<file path="config.mk">
export PLATFORM = sky130hd
export DESIGN_NAME = array_fill_ctrl
export DESIGN_NICKNAME = d
export VERILOG_FILES = /design/src/rtl/array_fill_pkg.sv /design/src/rtl/rr_arb.sv /design/src/rtl/array_fill_ctrl.sv
export SDC_FILE = /design/constraint.sdc
export NUM_CORES = 1
export LEC_CHECK = 0
export ABC_CLOCK_PERIOD_IN_PS = 4650
export CAP_MARGIN = 40
export CELL_PAD_IN_SITES_DETAIL_PLACEMENT = 0
export CELL_PAD_IN_SITES_GLOBAL_PLACEMENT = 1
export CORE_ASPECT_RATIO = 1.5
export CORE_UTILIZATION = 41
export CTS_CLUSTER_DIAMETER = 120
export CTS_CLUSTER_SIZE = 40
export DETAILED_ROUTE_END_ITERATION = 8
export PLACE_DENSITY = 0.93
export SLEW_MARGIN = 20
export SYNTH_ARGS = -nofsm -noshare
export SYNTH_HDL_FRONTEND = slang
export SYNTH_SLANG_ARGS = --single-unit
</file>
<file path="constraint.sdc">
create_clock -name i_clk -period 4.65 [get_ports i_clk]
set_clock_uncertainty 0.1 [all_clocks]
set_input_delay 0.6975 -clock i_clk [delete_from_list [all_inputs] [get_ports i_clk]]
set_output_delay 0.6975 -clock i_clk [all_outputs]
set_load 0.01 [all_outputs]
</file>
<file path="src/rtl/array_fill_pkg.sv">
// Shared types and defaults for the array fill controller.
package array_fill_pkg;

   localparam int N_ENTRIES_DEF = 8;
   localparam int N_REQ_DEF     = 2;

   typedef enum logic [1:0] {
      IDLE = 2'd0,
      FILL = 2'd1,
      HOLD = 2'd2
   } state_e;

   // Index width that stays legal for a single-element range.
   function automatic int idx_w(input int n);
      return (n > 1) ? $clog2(n) : 1;
   endfunction

endpackage

</file>
<file path="src/rtl/rr_arb.sv">
// Round-robin winner select with a registered priority pointer.
module rr_arb
   import array_fill_pkg::*;
#(
   parameter int N  = N_REQ_DEF,
   parameter int IW = idx_w(N)
) (
   input  logic          clk,
   input  logic          rst,
   input  logic [N-1:0]  req,
   input  logic          en,
   input  logic [IW-1:0] last,
   output logic          any,
   output logic [IW-1:0] win
);

   logic [IW-1:0] ptr;

   // ptr is the highest-priority index; the last winner becomes lowest.
   always_ff @(posedge clk) begin
      if (rst) begin
         ptr <= '0;
      end else if (en) begin
         ptr <= (last == IW'(N - 1)) ? '0 : last + 1'b1;
      end
   end

   always_comb begin
      int k;
      any = 1'b0;
      win = '0;
      k   = 0;
      for (int i = 0; i < N; i++) begin
         k = int'(ptr) + i;
         if (k >= N) k = k - N;
         if (!any && req[k]) begin
            any = 1'b1;
            win = IW'(k);
         end
      end
   end

endmodule

</file>
<file path="src/rtl/array_fill_ctrl.sv">
// Arbitrated serial fill of a bit array with hold-until-ack handoff.
// Optional broadcast load enabled by defining ARRAY_FILL_BCAST_EN.
module array_fill_ctrl
   import array_fill_pkg::*;
#(
   parameter int N_ENTRIES = N_ENTRIES_DEF,
   parameter int N_REQ     = N_REQ_DEF
) (
   input  logic             i_clk,
   input  logic             i_rst,
   input  logic [N_REQ-1:0] i_req,
   input  logic [N_REQ-1:0] i_data,
`ifdef ARRAY_FILL_BCAST_EN
   input  logic [N_REQ-1:0] i_bcast,
`endif
   output logic [N_REQ-1:0] o_gnt,
   output logic             o_a [0:N_ENTRIES-1],
   output logic             o_valid,
   input  logic             i_ack
);

   localparam int CW = idx_w(N_ENTRIES);
   localparam int IW = idx_w(N_REQ);

   state_e        state;
   logic [CW-1:0] cnt;
   logic [IW-1:0] wid;
   logic          any;
   logic [IW-1:0] win;
   logic          wr;
   logic          din;
   logic          last;
   logic          bc;
   logic          rr_en;

   assign wr    = (state == FILL) && o_gnt[wid] && i_req[wid];
   assign din   = i_data[wid];
   assign last  = wr && (cnt == CW'(N_ENTRIES - 1));
   assign rr_en = (state == HOLD) && i_ack;

`ifdef ARRAY_FILL_BCAST_EN
   assign bc = wr && (cnt == '0) && i_bcast[wid];
`else
   assign bc = 1'b0;
`endif

   rr_arb #(
      .N  (N_REQ),
      .IW (IW)
   ) u_arb (
      .clk  (i_clk),
      .rst  (i_rst),
      .req  (i_req),
      .en   (rr_en),
      .last (wid),
      .any  (any),
      .win  (win)
   );

   always_ff @(posedge i_clk) begin
      if (i_rst) begin
         state   <= IDLE;
         cnt     <= '0;
         wid     <= '0;
         o_gnt   <= '0;
         o_valid <= 1'b0;
         for (int k = 0; k < N_ENTRIES; k++) o_a[k] <= 1'b0;
      end else begin
         unique case (state)
            IDLE: begin
               if (any) begin
                  wid   <= win;
                  o_gnt <= N_REQ'(1) << win;
                  cnt   <= '0;
                  state <= FILL;
               end
            end
            FILL: begin
               if (bc) begin
                  for (int k = 0; k < N_ENTRIES; k++) o_a[k] <= din;
                  o_gnt   <= '0;
                  o_valid <= 1'b1;
                  state   <= HOLD;
               end else if (wr) begin
                  o_a[cnt] <= din;
                  // cnt parks at the last index rather than wrapping.
                  if (last) begin
                     o_gnt   <= '0;
                     o_valid <= 1'b1;
                     state   <= HOLD;
                  end else begin
                     cnt <= cnt + 1'b1;
                  end
               end
            end
            HOLD: begin
               if (i_ack) begin
                  o_valid <= 1'b0;
                  state   <= IDLE;
               end
            end
            default: state <= IDLE;
         endcase
      end
   end

endmodule

</file>
==> metrics.yaml <==
p_per_area_nw_per_um2: 249
globalRouteOverflowTotal: 0
synth_area_um2: 955
whs_path_depth: 2
drc: 0
ys_seq_area_frac: 0.377
path_buf_inv: 1
dr.pass1.iters: 4
syn_nets: 110
maxCapViolations: 0
io_pins: 18
max_slew_margin: 0.599
synth_seq_cells: 18
peakVddDrop_mv: 0.165
busiest_layer: "met2"
dieArea_um2: 2530
cp.arrival_ns: 1.27
ctsResizeCount: 0
cts_hold_buf: 0
crit_path_end_kind: "output pin"
hpwl_mm: 1.36
outcome: "finished, final reports clean"
die_h_um: 61.1
cts_root_buf: "clkbuf_4"
layout_commonest_cell: "dfxtp_1"
final.period_utilization: 0.445
slew_viol_final: 0
detail_route.wl_per_cell_um: 12.8
synth_warnings: 0
avgSynthCellArea_um2: 9.45
cellLeakagePower_nw: 0.376
grt_pass1_vias: 704
drt_iter0_drc: 17
antenna_found_initial: 0
synthTopCellsByArea: "dfxtp_1, mux2i_1, nand2b_1, nor3_2, nor2_1"
slowest_delay_ns: 0.57
multi_input_area_um2: 548
clock_path_buffers: 2
crit_required_ns: 3.85
start_util: 0.433
utilization: 0.520
grtUsageMet2: 0.279
antenna_cells: 0
synth_cell_type_count: 32
path_cells: "clkdlybuf4s50_1"
clock.fmax_ghz: 0.483
core_um2: 2210
cp-start-kind: "flop"
min_path_type: "flop to flop"
path_clk_slew_ns: 0.10
dp_cells: 136
grt_max_degree: 21
grtUsageMet3: 0.00880
rsz0062_at_grt: "no"
grt_first_pass_wirelength_mm: 3.11
grt.total_usage: 0.158
final_cell_mix: "dfxtp_1, clkdlybuf4s50_1, nand2b_1"
syn2layout_area_growth_pct: 20.3
setup_viol: 0
layout.area.seq_um2: 360
clock_sinks: 18
rows: 21
cts_buffers: 3
final.min_clock_period_ns: 2.07
worstMarginPinSlew_ns: 0.599
globalplace.congestion: 0.749
synth_top_cell_area_share: 0.377
cts.htree.levels: 1
post-cts-setup-buffer-count: 0
ant_nets: 0
critPathKind: "flop to output pin"
power_mw: 0.286
synthCells: 101
cpMaxStageDelayCell: "clkdlybuf4s50_1"
crit_family: "buffers and inverters"
holdPathEnd: "o_a[5]$_SDFFE_PP0P_"
instances_no_fill: 139
io_buffers: 17
hp-start: "o_a[5]$_SDFFE_PP0P_"
r2r-end: "o_gnt[1]$_SDFFE_PP0P_"
clk-insertion-delay-late_ns: 0.29
viasPerCell: 5.34
rrSetupSlack_ns: 2.79
nets: 127
hold_violations: 0
met1_usage: 0.184
critPathMaxFanout: 3
drive_gt1_frac: 0.147
tns_ns: 0
num_vias: 742
r2r_cells: 6
hold_slack_ns: 0.382
r2r-start: "cnt[0]$_SDFFE_PP0P_"
finalWirelength_mm: 1.78
fillers: 228
synth_area_leader_cell: "dfxtp_1"
die_w_um: 41.4
cts_tree: "built"
## layer usage
metal,up-vias,part of all wire
li1,378,-
met1,341,0.42
met2,17,0.52
met3,6,0.026
met4,0,0.033
met5,-,0
## state kept, by name, summed over array words and instances (netlist names)
register and cells:
o_gnt 2, cnt 3, wid 1, state 2, o_valid 1, o_a 8, u_arb.ptr 1
## how the worst max path moves through the flow
stage | from | endpoint | slack [ns] | cells after the start
2_1_floorplan | i_req[1] | o_a[3]$_SDFFE_PP0P_ | 3.01 | 5
3_3_place_gp | i_req[1] | o_gnt[1]$_SDFFE_PP0P_ | 2.36 | 5
3_5_place_dp | i_req[0] | o_gnt[1]$_SDFFE_PP0P_ | 2.32 | 5
4_1_cts | o_gnt[0]$_SDFFE_PP0P_ | o_gnt[0] | 2.55 | 1
5_1_grt | i_rst | cnt[0]$_SDFFE_PP0P_ | 2.49 | 4
6_report | o_gnt[0]$_SDFFE_PP0P_ | o_gnt[0] | 2.58 | 1
## synthesized netlist by cell type
| cell | n |
|---|---|
| a211oi_1 | 2 |
| nand3_2 | 1 |
| nor3b_1 | 1 |
| nor4_1 | 1 |
| nand2_1 | 7 |
| o31a_1 | 2 |
| mux2i_1 | 10 |
| buf_2 | 1 |
| clkbuf_1 | 2 |
| nand3_1 | 1 |
| nor3_2 | 6 |
| and2_4 | 1 |
| nor2_1 | 8 |
| nand2b_4 | 1 |
| inv_1 | 5 |
| or2_1 | 1 |
| dfxtp_1 | 18 |
| a21o_1 | 1 |
| nor4_2 | 1 |
| a21oi_1 | 4 |
| buf_6 | 1 |
| or2_2 | 1 |
| buf_1 | 1 |
| nor3_1 | 1 |
| nand3b_4 | 1 |
| nand2b_1 | 13 |
| o21ai_0 | 1 |
| a2111oi_2 | 1 |
| ha_1 | 2 |
| o22ai_1 | 2 |
| nor4_4 | 1 |
| o21ai_1 | 2 |
## metrics by stage
stage / instance area (um^2) / setup WS [ns]
after floorplan: 955 / 3.01
after global placement: 1130 / 2.36
after detailed placement: 1130 / 2.32
after CTS: 1150 / 2.55
after global routing: 1150 / 2.49
final: 1150 / 2.58
## logic make-up after synthesis
family,Yosys count,synth area share
and+or+nand+nor,46,0.336
muxes,10,0.105
DFF,18,0.377
AOI/OAI and AO/OA,15,0.107
adders and majority gates,2,0.0262
buffers and inverters,10,0.0485
## power by group
group          switching [mW]  internal [mW]  leakage [nW]  total [mW]
Clock                  0.0456         0.0301        0.0138      0.0756
Combinational          0.0193         0.0189         0.216      0.0382
Sequential             0.0128          0.160         0.146       0.173
Total                  0.0776          0.209         0.376       0.286
## cell type report
class,instances,area share
Inverter,5,0.0163
Multi-Input combinational cell,73,0.477
Tap cell,23,0.0251
Clock buffer,3,0.0196
Timing Repair Buffer,17,0.148
Sequential cell,18,0.314
Note: power is estimated with default switching activity, not from simulation.
